--- config.mk ---
export PLATFORM = sky130hd
export DESIGN_NAME = spi_slave
export DESIGN_NICKNAME = d
export VERILOG_FILES = /design/src/rtl/spi_slave.sv
export SDC_FILE = /design/constraint.sdc
export NUM_CORES = 1
export LEC_CHECK = 0
export CORE_ASPECT_RATIO = 1.1
export CORE_MARGIN = 2
export CORE_UTILIZATION = 50
export CTS_BUF_LIST = sky130_fd_sc_hd__clkbuf_16
export DETAILED_ROUTE_END_ITERATION = 10
export PLACE_DENSITY_LB_ADDON = 0.25
export SYNTH_ARGS = -nofsm -noshare
export SYNTH_HDL_FRONTEND = slang
export SYNTH_SLANG_ARGS = --single-unit
--- constraint.sdc ---
create_clock -name clk -period 2.6 [get_ports clk]
set_clock_uncertainty 0.05 [all_clocks]
set_input_delay 0.52 -clock clk [delete_from_list [all_inputs] [get_ports clk]]
set_output_delay 0.52 -clock clk [all_outputs]
set_load 0.01 [all_outputs]
--- src/rtl/spi_slave.sv ---
// spi_slave: oversampled SPI responder (mode 0, MSB first); `SPI_SLAVE_SYNC_EN adds 2-FF input synchronizers
module spi_slave #(
  parameter int DATA_W = 8
) (
  input  logic              clk,
  input  logic              reset_n,
  input  logic              sclk_i,
  input  logic              cs_n_i,
  input  logic              mosi_i,
  input  logic [DATA_W-1:0] tx_data_i,
  output logic              miso_o,
  output logic              miso_en_o,
  output logic [DATA_W-1:0] rx_data_o,
  output logic              rx_valid_o,
  output logic              busy_o,
  output logic              abort_o
);
  localparam int CW = (DATA_W > 1) ? $clog2(DATA_W) : 1;
  typedef enum logic {IDLE, SHIFT} state_t;
  logic sclk_w, cs_w, mosi_w;
`ifdef SPI_SLAVE_SYNC_EN
  logic [1:0] sclk_s_q, cs_s_q, mosi_s_q;
  // two-stage synchronizers for an asynchronous master
  always_ff @(posedge clk)
    if (!reset_n) begin
      sclk_s_q <= 2'b00;
      cs_s_q   <= 2'b11;
      mosi_s_q <= 2'b00;
    end else begin
      sclk_s_q <= {sclk_s_q[0], sclk_i};
      cs_s_q   <= {cs_s_q[0], cs_n_i};
      mosi_s_q <= {mosi_s_q[0], mosi_i};
    end
  assign sclk_w = sclk_s_q[1];
  assign cs_w   = cs_s_q[1];
  assign mosi_w = mosi_s_q[1];
`else
  assign sclk_w = sclk_i;
  assign cs_w   = cs_n_i;
  assign mosi_w = mosi_i;
`endif
  state_t            state_q;
  logic              sclk_q, cs_q, reload_q;
  logic              rx_valid_q, abort_q, busy_q, miso_en_q;
  logic [CW-1:0]     bit_cnt_q;
  logic [DATA_W-1:0] tx_shift_q, rx_shift_q, rx_data_q;
  logic              rise, fall, sel;
  assign rise = sclk_w & ~sclk_q;
  assign fall = ~sclk_w & sclk_q;
  assign sel  = ~cs_w & cs_q;
  // framing FSM: shift in on sclk rise, shift out on sclk fall, reload tx after each full byte
  always_ff @(posedge clk)
    if (!reset_n) begin
      state_q    <= IDLE;
      sclk_q     <= 1'b0;
      cs_q       <= 1'b1;
      reload_q   <= 1'b0;
      bit_cnt_q  <= '0;
      tx_shift_q <= '0;
      rx_shift_q <= '0;
      rx_data_q  <= '0;
      rx_valid_q <= 1'b0;
      abort_q    <= 1'b0;
      busy_q     <= 1'b0;
      miso_en_q  <= 1'b0;
    end else begin
      sclk_q     <= sclk_w;
      cs_q       <= cs_w;
      rx_valid_q <= 1'b0;
      abort_q    <= 1'b0;
      if (state_q == IDLE) begin
        tx_shift_q <= tx_data_i;
        if (sel) begin
          state_q   <= SHIFT;
          busy_q    <= 1'b1;
          miso_en_q <= 1'b1;
          bit_cnt_q <= '0;
          reload_q  <= 1'b0;
        end
      end else if (cs_w) begin
        state_q   <= IDLE;
        busy_q    <= 1'b0;
        miso_en_q <= 1'b0;
        abort_q   <= bit_cnt_q != '0;
      end else if (rise) begin
        rx_shift_q <= {rx_shift_q[DATA_W-2:0], mosi_w};
        if (bit_cnt_q == CW'(DATA_W - 1)) begin
          rx_data_q  <= {rx_shift_q[DATA_W-2:0], mosi_w};
          rx_valid_q <= 1'b1;
          bit_cnt_q  <= '0;
          reload_q   <= 1'b1;
        end else
          bit_cnt_q <= bit_cnt_q + 1'b1;
      end else if (fall) begin
        tx_shift_q <= reload_q ? tx_data_i : {tx_shift_q[DATA_W-2:0], 1'b0};
        reload_q   <= 1'b0;
      end
    end
  assign miso_o     = tx_shift_q[DATA_W-1];
  assign miso_en_o  = miso_en_q;
  assign rx_data_o  = rx_data_q;
  assign rx_valid_o = rx_valid_q;
  assign busy_o     = busy_q;
  assign abort_o    = abort_q;
endmodule

==> run metrics, run 1 <==
final WL 2.58 mm; fmax 0.534 GHz; die area 3340 sq um; gr ovfl total 0; GRT Total Usage 17.6%; cell count after synthesis 146; # diodes 0; # Post-CTS Setup Buffers 0; Seq/Total Area, Yosys 45.7%; area grow syn2layout 27.0%; RSZ-0062 raised after global routing no; via/cell ratio 5.19; post-layout minimum cycle time 1.87 ns; TritonCTS clock tree done; Slew Viols, Final 0; Max VDD drop 0.000430 V; First DRT Iteration DRCs 16; synthesized flop and latch total 33; Hold Path Class register to register; DRC Markers 0; layout cells sized above 1 7.51%; Synth area leaders dfxtp_1, mux2i_1, nand2_1; Initial Util 52.5%; CTS Sinks 33; Slew HR 59.3%; vias post-DR 1069; CP peak stage delay 0.57 ns; fin crit share 72.0%; Comb pwr share 7.7%; largest net degree at the start of global routing 27; Nets 188; Switching Fraction 20.5%; Syn Nets 162; post-cts resize count 0; Final Wtd Congestion 0.849; Max Cap Viol 0; worst skew pair latency 0.27 ns; setup TNS 0 ns; HPWL after DPL 1.77 mm; Netlist cell types 29; yosys warns 0; die span in x 55.3 microns; Avg Inst Size Synth 9.91 sq um; area share of the largest cell type after synthesis 45.7%; Root Buffer clkbuf_16; sequential share of power 46.3%; PwrDens 626 nW/um^2; Worst Setup End Kind register; Final setup viols 0; CTS H-tree lvls 2; antenna viol nets, final 0; area leader, netlist dfxtp_1; clock share of power 46.0%; internal power 914 uW; synthesized area 1450 sq um; DR WL/cell 12.5 microns; top_reg_cell synth dfxtp_1; io pins 26; CP max FO 8; WP buf/inv 2; number of cell rows 20; TritonCTS buffer count 5; port bufs 25; Hold-fix buffers, CTS 0; leak pwr 0.703 nW; P_sw 236 uW; core area 2750 sq um; vias in the first global route 1026; CP startpoint kind input pin; antenna violations before repair 0; slowest stage cell, crit path clkdlybuf4s50_1; drt first pass iters 4; critical path type input pin to register; Critical Path RT 2.71 ns; first-pass GRT wire length 4.52 mm; synth cell count leaders dfxtp_1, mux2i_1, nand2_1, nand2b_1, a21oi_1; Layout Utilization 66.7%; Final Hold Violating Endpoints 0; number of enable flip-flop cells after synthesis 0; CP Data Arrival Time 1.98 ns; CP Cell Sequence clkdlybuf4s50_1, nor4bb_4, buf_4, mux2i_1, nor2b_1; status complete, no violations; worst slew pin tran 0.603 ns; cell with the most instances after synthesis dfxtp_1; clock buffer depth 2; Die Y 60.4 microns; Clock Pin Slew Worst Setup and Hold Paths 0.05 ns; delay-heaviest family, CP buffers and inverters; FFs w/ async S/R, synth 0%
## layer usage
layer	vias up	part of all wire, %	wire length, microns	track usage [%]
met5	-	0	0	0
met1	494	49	1260	20.7
met3	7	3.9	101	4.48
met2	20	45	1150	29.1
met4	0	2.2	57	11.5
li1	548	-	-	-
## cells in the final DEF (no fill, tap or decap), drive strengths merged, types with 4 or more instances in the layout
master and instances:
clkdlybuf4s50 25, clkbuf 5, dfxtp 33, a21oi 9
nor2b 8, mux2i 23, buf 4, inv 6
o21ai 7, nand2b 10, nand2 19
## worst min-delay path, delay by kind of cell, from the launching register on
kind / cells / cell delay, ns
mux: 1 / 0.05
flops: 1 / 0.30
simple gates: 1 / 0.05
## logic make-up (layout without fill, tap and decap cells)
family	count (synthesis)	count (layout)	synth area share, %
fa+ha+maj	3	3	2.60
compound gates	20	20	8.30
mux	23	23	15.9
flops	33	33	45.7
simple gates	54	54	22.1
buf+inv	13	40	5.45
## power by group through the flow
stage	Sequential [mW]	Combinational (mW)	Clock (mW)
after global routing	0.534	0.0987	0.565
after floorplan	0.539	0.0534	0
final	0.533	0.0889	0.529
after global placement	0.542	0.0863	0
after CTS	0.533	0.0894	0.543
after detailed placement	0.543	0.0885	0
## per-stage QoR
stage	std cells	setup WS (ns)	hold slack, ns	instance area [sq um]	power (mW)
after floorplan	146	1.10	0.384	1450	0.593
after global placement	198	0.496	0.393	1700	0.628
after detailed placement	198	0.437	0.400	1700	0.631
after CTS	206	0.718	0.411	1840	1.16
after global routing	206	0.596	0.432	1840	1.20
final	206	0.729	0.406	1840	1.15
## registers in the layout, indices dropped and copies added, names as in the netlist
register,count
abort_o,1
reload_q,1
rx_shift_q,7
state_q,1
tx_shift_q,8
rx_data_o,8
rx_valid_o,1
miso_en_o,1
sclk_q,1
bit_cnt_q,3
cs_q,1
## layout make-up
class                   instances  area, sq um
multi-input cells             100          707
fillers                       237          916
clock buffers                   5          125
clock inverters                 3         11.3
inverters                       3         11.3
well taps                      33         41.3
repair buffers                 29          280
flip-flops and latches         33          661
## path summary, 6_finish.rpt
path / start / to / slack (ns) / depth (start not counted)
setup / recovery: cs_n_i / rx_shift_q[6] / 0.73 / 5
hold / removal: rx_data_o[6] / rx_data_o[6] / 0.41 / 2
setup reg to reg: state_q / rx_shift_q[6] / 0.92 / 4
hold reg to reg: rx_data_o[6] / rx_data_o[6] / 0.41 / 2
Note: power is estimated with default switching activity, not from simulation.
==> inputs of run 2 (changes only) <==
==> constraint.sdc (replaced) <==
create_clock -name clk -period 1.75 [get_ports clk]
set_clock_uncertainty 0.05 [all_clocks]
set_input_delay 0.35 -clock clk [delete_from_list [all_inputs] [get_ports clk]]
set_output_delay 0.35 -clock clk [all_outputs]
set_load 0.01 [all_outputs]
==> run 2 against run 1 <==
Effect of this change:
- flip-flop and latch count is the same
- clock power grew 52%
- final cell count grew 3.4%
- register-to-register slack lost 0.63 ns
- via count grew 4.6%
- core utilization grew 2.0 points
- count of clock-buffer cells in the layout is the same
- highest routed layer unchanged
==> run metrics, run 2 (synthesis results as in run 1) <==
via/cell ratio 5.25; CP startpoint kind input pin; TritonCTS clock tree done; Design Power 1.74 mW; worst slew pin tran 0.466 ns; critical path type input pin to register; number of cell rows 20; Slew Viols, Final 0; Die Y 60.4 microns; Worst R2R End reload_q; Hold-fix buffers, CTS 0; Nets 195; Root Buffer clkbuf_16; DR WL/cell 12.1 microns; DRC Markers 0; Clock Pin Slew Worst Setup and Hold Paths 0.05 ns; clock buffer depth 2; Critical Path RT 1.86 ns; # diodes 0; fmax 0.632 GHz; hold depth 2; die area 3340 sq um; antenna violations before repair 0; CTS H-tree lvls 2; Max Cap Viol 0; worst skew pair latency 0.27 ns; CP max FO 7; gr ovfl total 0; vias in the first global route 1070; leak pwr 0.735 nW; GRT Total Usage 17.6%; commonest cells after routing, fill and taps aside dfxtp_1, clkdlybuf4s50_1, mux2i_1; area grow syn2layout 30.8%; first-pass GRT wire length 4.44 mm; antenna viol nets, final 0; port bufs 25; post-layout minimum cycle time 1.58 ns; post-cts resize count 0; RSZ-0062 raised after global routing no; # Post-CTS Setup Buffers 0; most common cell after layout, fill and taps aside dfxtp_1; PwrDens 918 nW/um^2; die span in x 55.3 microns; TritonCTS buffer count 5; CTS Sinks 33; io pins 26; reg2reg start bit_cnt_q[0]; vias post-DR 1118; Layout Utilization 68.7%; Max VDD drop 0.000782 V; Final setup viols 0; R2R depth 5; Hold Path Class register to register; Final Hold Violating Endpoints 0; final WL 2.58 mm; core area 2750 sq um; Slew HR 68.9%; Worst Setup End Kind register; hold path start rx_data_o[4]; fin crit share 90.4%; Final Wtd Congestion 0.786; Worst Hold Endpoint rx_data_o[4]; layout cells sized above 1 12.2%; largest net degree at the start of global routing 27; Fill cells 223; First DRT Iteration DRCs 20; FF-to-FF setup slack 0.29 ns; HPWL after DPL 1.80 mm; drt first pass iters 4; Initial Util 52.5%; CP Data Arrival Time 1.69 ns; status complete, no violations
run 2: cell types whose count changed in the layout (fill, tap and decap cells not counted), sizes merged:
| cell | before | now |
|---|---|---|
| buf | 4 | 11 |
| clkinv | 0 | 2 |
| inv | 6 | 4 |
run 2: cell type report:
type	count	area [sq um]	share of cell area [%]
Multi-Input combinational cell	100	707	37.4
Timing Repair Buffer	36	333	17.6
Clock buffer	5	125	6.61
Tap cell	33	41.3	2.18
Clock inverter	3	13.8	0.728
Inverter	3	11.3	0.595
Sequential cell	33	661	34.9
run 2: through the flow:
step / worst slack, ns / instance area, sq um / hold WS, ns / std cells / TNS, ns
after floorplan: 0.415 / 1450 / 0.384 / 146 / 0
after global placement: -0.0818 / 1750 / 0.393 / 205 / -1.07
after detailed placement: -0.124 / 1750 / 0.399 / 205 / -1.66
after CTS: 0.163 / 1890 / 0.412 / 213 / 0
after global routing: 0.0751 / 1890 / 0.434 / 213 / 0
final: 0.169 / 1890 / 0.407 / 213 / 0
run 2: metal layers:
| layer | GRT usage, % | share of wire (%) | vias to the layer above |
|---|---|---|---|
| met5 | 0 | 0 | - |
| met4 | 13.2 | 2.6 | 0 |
| met2 | 31.0 | 49 | 27 |
| li1 | - | - | 562 |
| met3 | 5.12 | 5.1 | 8 |
| met1 | 18.2 | 43 | 521 |
run 2: worst max-delay path by stage:
| stage | start | endpoint | slack (ns) | cells past startpoint |
|---|---|---|---|---|
| CTS | sclk_i | rx_shift_q[6] | 0.16 | 5 |
| global placement | sclk_i | rx_shift_q[2] | -0.08 | 5 |
| floorplan | bit_cnt_q[0] | reload_q | 0.41 | 5 |
| detailed placement | sclk_i | rx_shift_q[6] | -0.12 | 5 |
| finish | sclk_i | rx_shift_q[1] | 0.17 | 5 |
| global route | cs_n_i | bit_cnt_q[0] | 0.08 | 5 |
run 2: power by group:
group | switching (mW) | total, mW | internal, mW | leakage [nW]
combinational | 0.0621 | 0.146 | 0.0840 | 0.391
clock | 0.287 | 0.802 | 0.514 | 0.0748
sequential | 0.0137 | 0.789 | 0.775 | 0.269
run 2: critical path, stage by stage:
cell	delay, ns
clkdlybuf4s50_1	0.49
nor4bb_4	0.36
buf_4	0.24
mux2i_1	0.19
nor2b_1	0.06
==> inputs of run 3 (changes only) <==
--- a/config.mk
+++ b/config.mk
@@ -11,6 +11,7 @@
 export CTS_BUF_LIST = sky130_fd_sc_hd__clkbuf_16
 export DETAILED_ROUTE_END_ITERATION = 10
 export PLACE_DENSITY_LB_ADDON = 0.25
+export REMOVE_ABC_BUFFERS = 1
 export SYNTH_ARGS = -nofsm -noshare
 export SYNTH_HDL_FRONTEND = slang
 export SYNTH_SLANG_ARGS = --single-unit
==> run 3 against run 2 <==
Effect of this change:
- cell area shrank 0.53%
- wire length grew 8.2%
- die area is the same
- count of clock-buffer cells in the layout is the same
- first-iteration DRC count shrank 20%
- global-route usage grew 0.89 points
- sequential power is essentially flat
- combinational power is essentially flat
- sequential share of layout area grew 0.19 points
- worst hold slack lost 0.0013 ns
- setup slack lost 0.040 ns
==> run metrics, run 3 (synthesis results as in run 1) <==
CP Data Arrival Time 1.73 ns; commonest cells after routing, fill and taps aside dfxtp_1, clkdlybuf4s50_1, mux2i_1; Slew Viols, Final 0; area grow syn2layout 30.1%; final WL 2.80 mm; fin crit share 92.6%; die span in x 55.3 microns; worst slew pin tran 0.479 ns; largest net degree at the start of global routing 30; Max Cap Viol 0; GRT Total Usage 18.5%; clock buffer depth 2; First DRT Iteration DRCs 16; # Post-CTS Setup Buffers 0; critical path type input pin to register; Worst R2R End rx_shift_q[5]; Final WS setup 0.129 ns; status complete, no violations; Nets 194; first-pass GRT wire length 4.78 mm; PwrDens 917 nW/um^2; leak pwr 0.733 nW; FF-to-FF setup slack 0.25 ns; DRC Markers 0; port bufs 25; die area 3340 sq um; CP max FO 7; RSZ-0062 raised after global routing no; Worst Hold Endpoint rx_data_o[6]; HPWL after DPL 2.00 mm; layout cells sized above 1 10.6%; number of cell rows 20; via/cell ratio 5.22; CP startpoint kind input pin; CTS H-tree lvls 2; vias in the first global route 1159; # diodes 0; antenna violations before repair 0; Worst Setup End Kind register; Initial Util 52.5%; Root Buffer clkbuf_16; CP Cell Sequence clkdlybuf4s50_1, nor4bb_4, buf_4, mux2i_1, nor2b_1; drt first pass iters 4; area taken by multi-input logic gates 707 sq um; Finished Layout Cells 212; worst skew pair latency 0.27 ns; TritonCTS buffer count 5; antenna viol nets, final 0; Clock Pin Slew Worst Setup and Hold Paths 0.05 ns; pre-CTS setup slack -0.174 ns; Die Y 60.4 microns; placed cells 204; io pins 26; vias post-DR 1107; Final setup viols 0; post-cts resize count 0; Fill cells 229; gr ovfl total 0; Max VDD drop 0.000990 V; Final Wtd Congestion 0.824; TritonCTS clock tree done; Reg area 661 sq um; fmax 0.617 GHz; hold path start rx_data_o[6]; Slew HR 68.0%; core area 2750 sq um; Critical Path RT 1.86 ns; CTS Sinks 33; reg2reg start state_q; hold depth 2; Hold-fix buffers, CTS 0; Final Hold Violating Endpoints 0; slowest stage cell, crit path clkdlybuf4s50_1; R2R depth 4; post-layout minimum cycle time 1.62 ns; Hold Path Class register to register; CP peak stage delay 0.48 ns; most common cell after layout, fill and taps aside dfxtp_1; DR WL/cell 13.2 microns
-- run 3: cell count changes in the layout (fill, tap and decap cells not counted) --
cell / before / now
buf_4: 11 / 10
clkinv_2: 2 / 0
inv_1: 4 / 6
-- run 3: how the worst max path moves through the flow --
| stage | start | to |
|---|---|---|
| finish | sclk_i | rx_shift_q[5] |
| global route | sclk_i | rx_shift_q[5] |
| CTS | sclk_i | rx_shift_q[5] |
| detailed placement | sclk_i | rx_shift_q[5] |
| global placement | sclk_i | rx_shift_q[3] |
| floorplan | state_q | rx_data_o[0] |
-- run 3: cell type report --
| type | instances | share of cell area (%) |
|---|---|---|
| clock buffer | 5 | 6.65 |
| clock inverter | 3 | 0.598 |
| inverter | 3 | 0.598 |
| multi-input combinational | 100 | 37.6 |
| sequential | 33 | 35.1 |
| tap | 33 | 2.19 |
| timing repair buffer | 35 | 17.3 |
-- run 3: through the flow --
stage	hold slack, ns	utilization (%)	power, mW	setup TNS (ns)	area (sq um)
3_3_place_gp	0.393	63.4	0.944	-1.10	1750
6_report	0.406	68.4	1.73	0	1880
3_5_place_dp	0.401	63.4	0.950	-2.09	1750
5_1_grt	0.430	68.4	1.80	0	1880
4_1_cts	0.409	68.4	1.75	0	1880
2_1_floorplan	0.384	-	0.865	0	1380
-- run 3: layer usage --
layer  track usage [%]  share of wire (%)  vias up
met1              18.4                 41      521
li1                  -                  -      559
met5                 0                  0        -
met2              35.2                 53       25
met3              5.54                5.0        2
met4              10.1                1.0        0
-- run 3: critical path: cells and delay by family --
kind / cells / cell delay [ns]
AND/OR/NAND/NOR: 2 / 0.45
multiplexers: 1 / 0.20
buffers and inverters: 2 / 0.73
-- run 3: report_power, final --
group          internal (mW)  switching (mW)
Clock                  0.510           0.280
Sequential             0.775          0.0144
Combinational         0.0827          0.0634
Total                   1.37           0.358
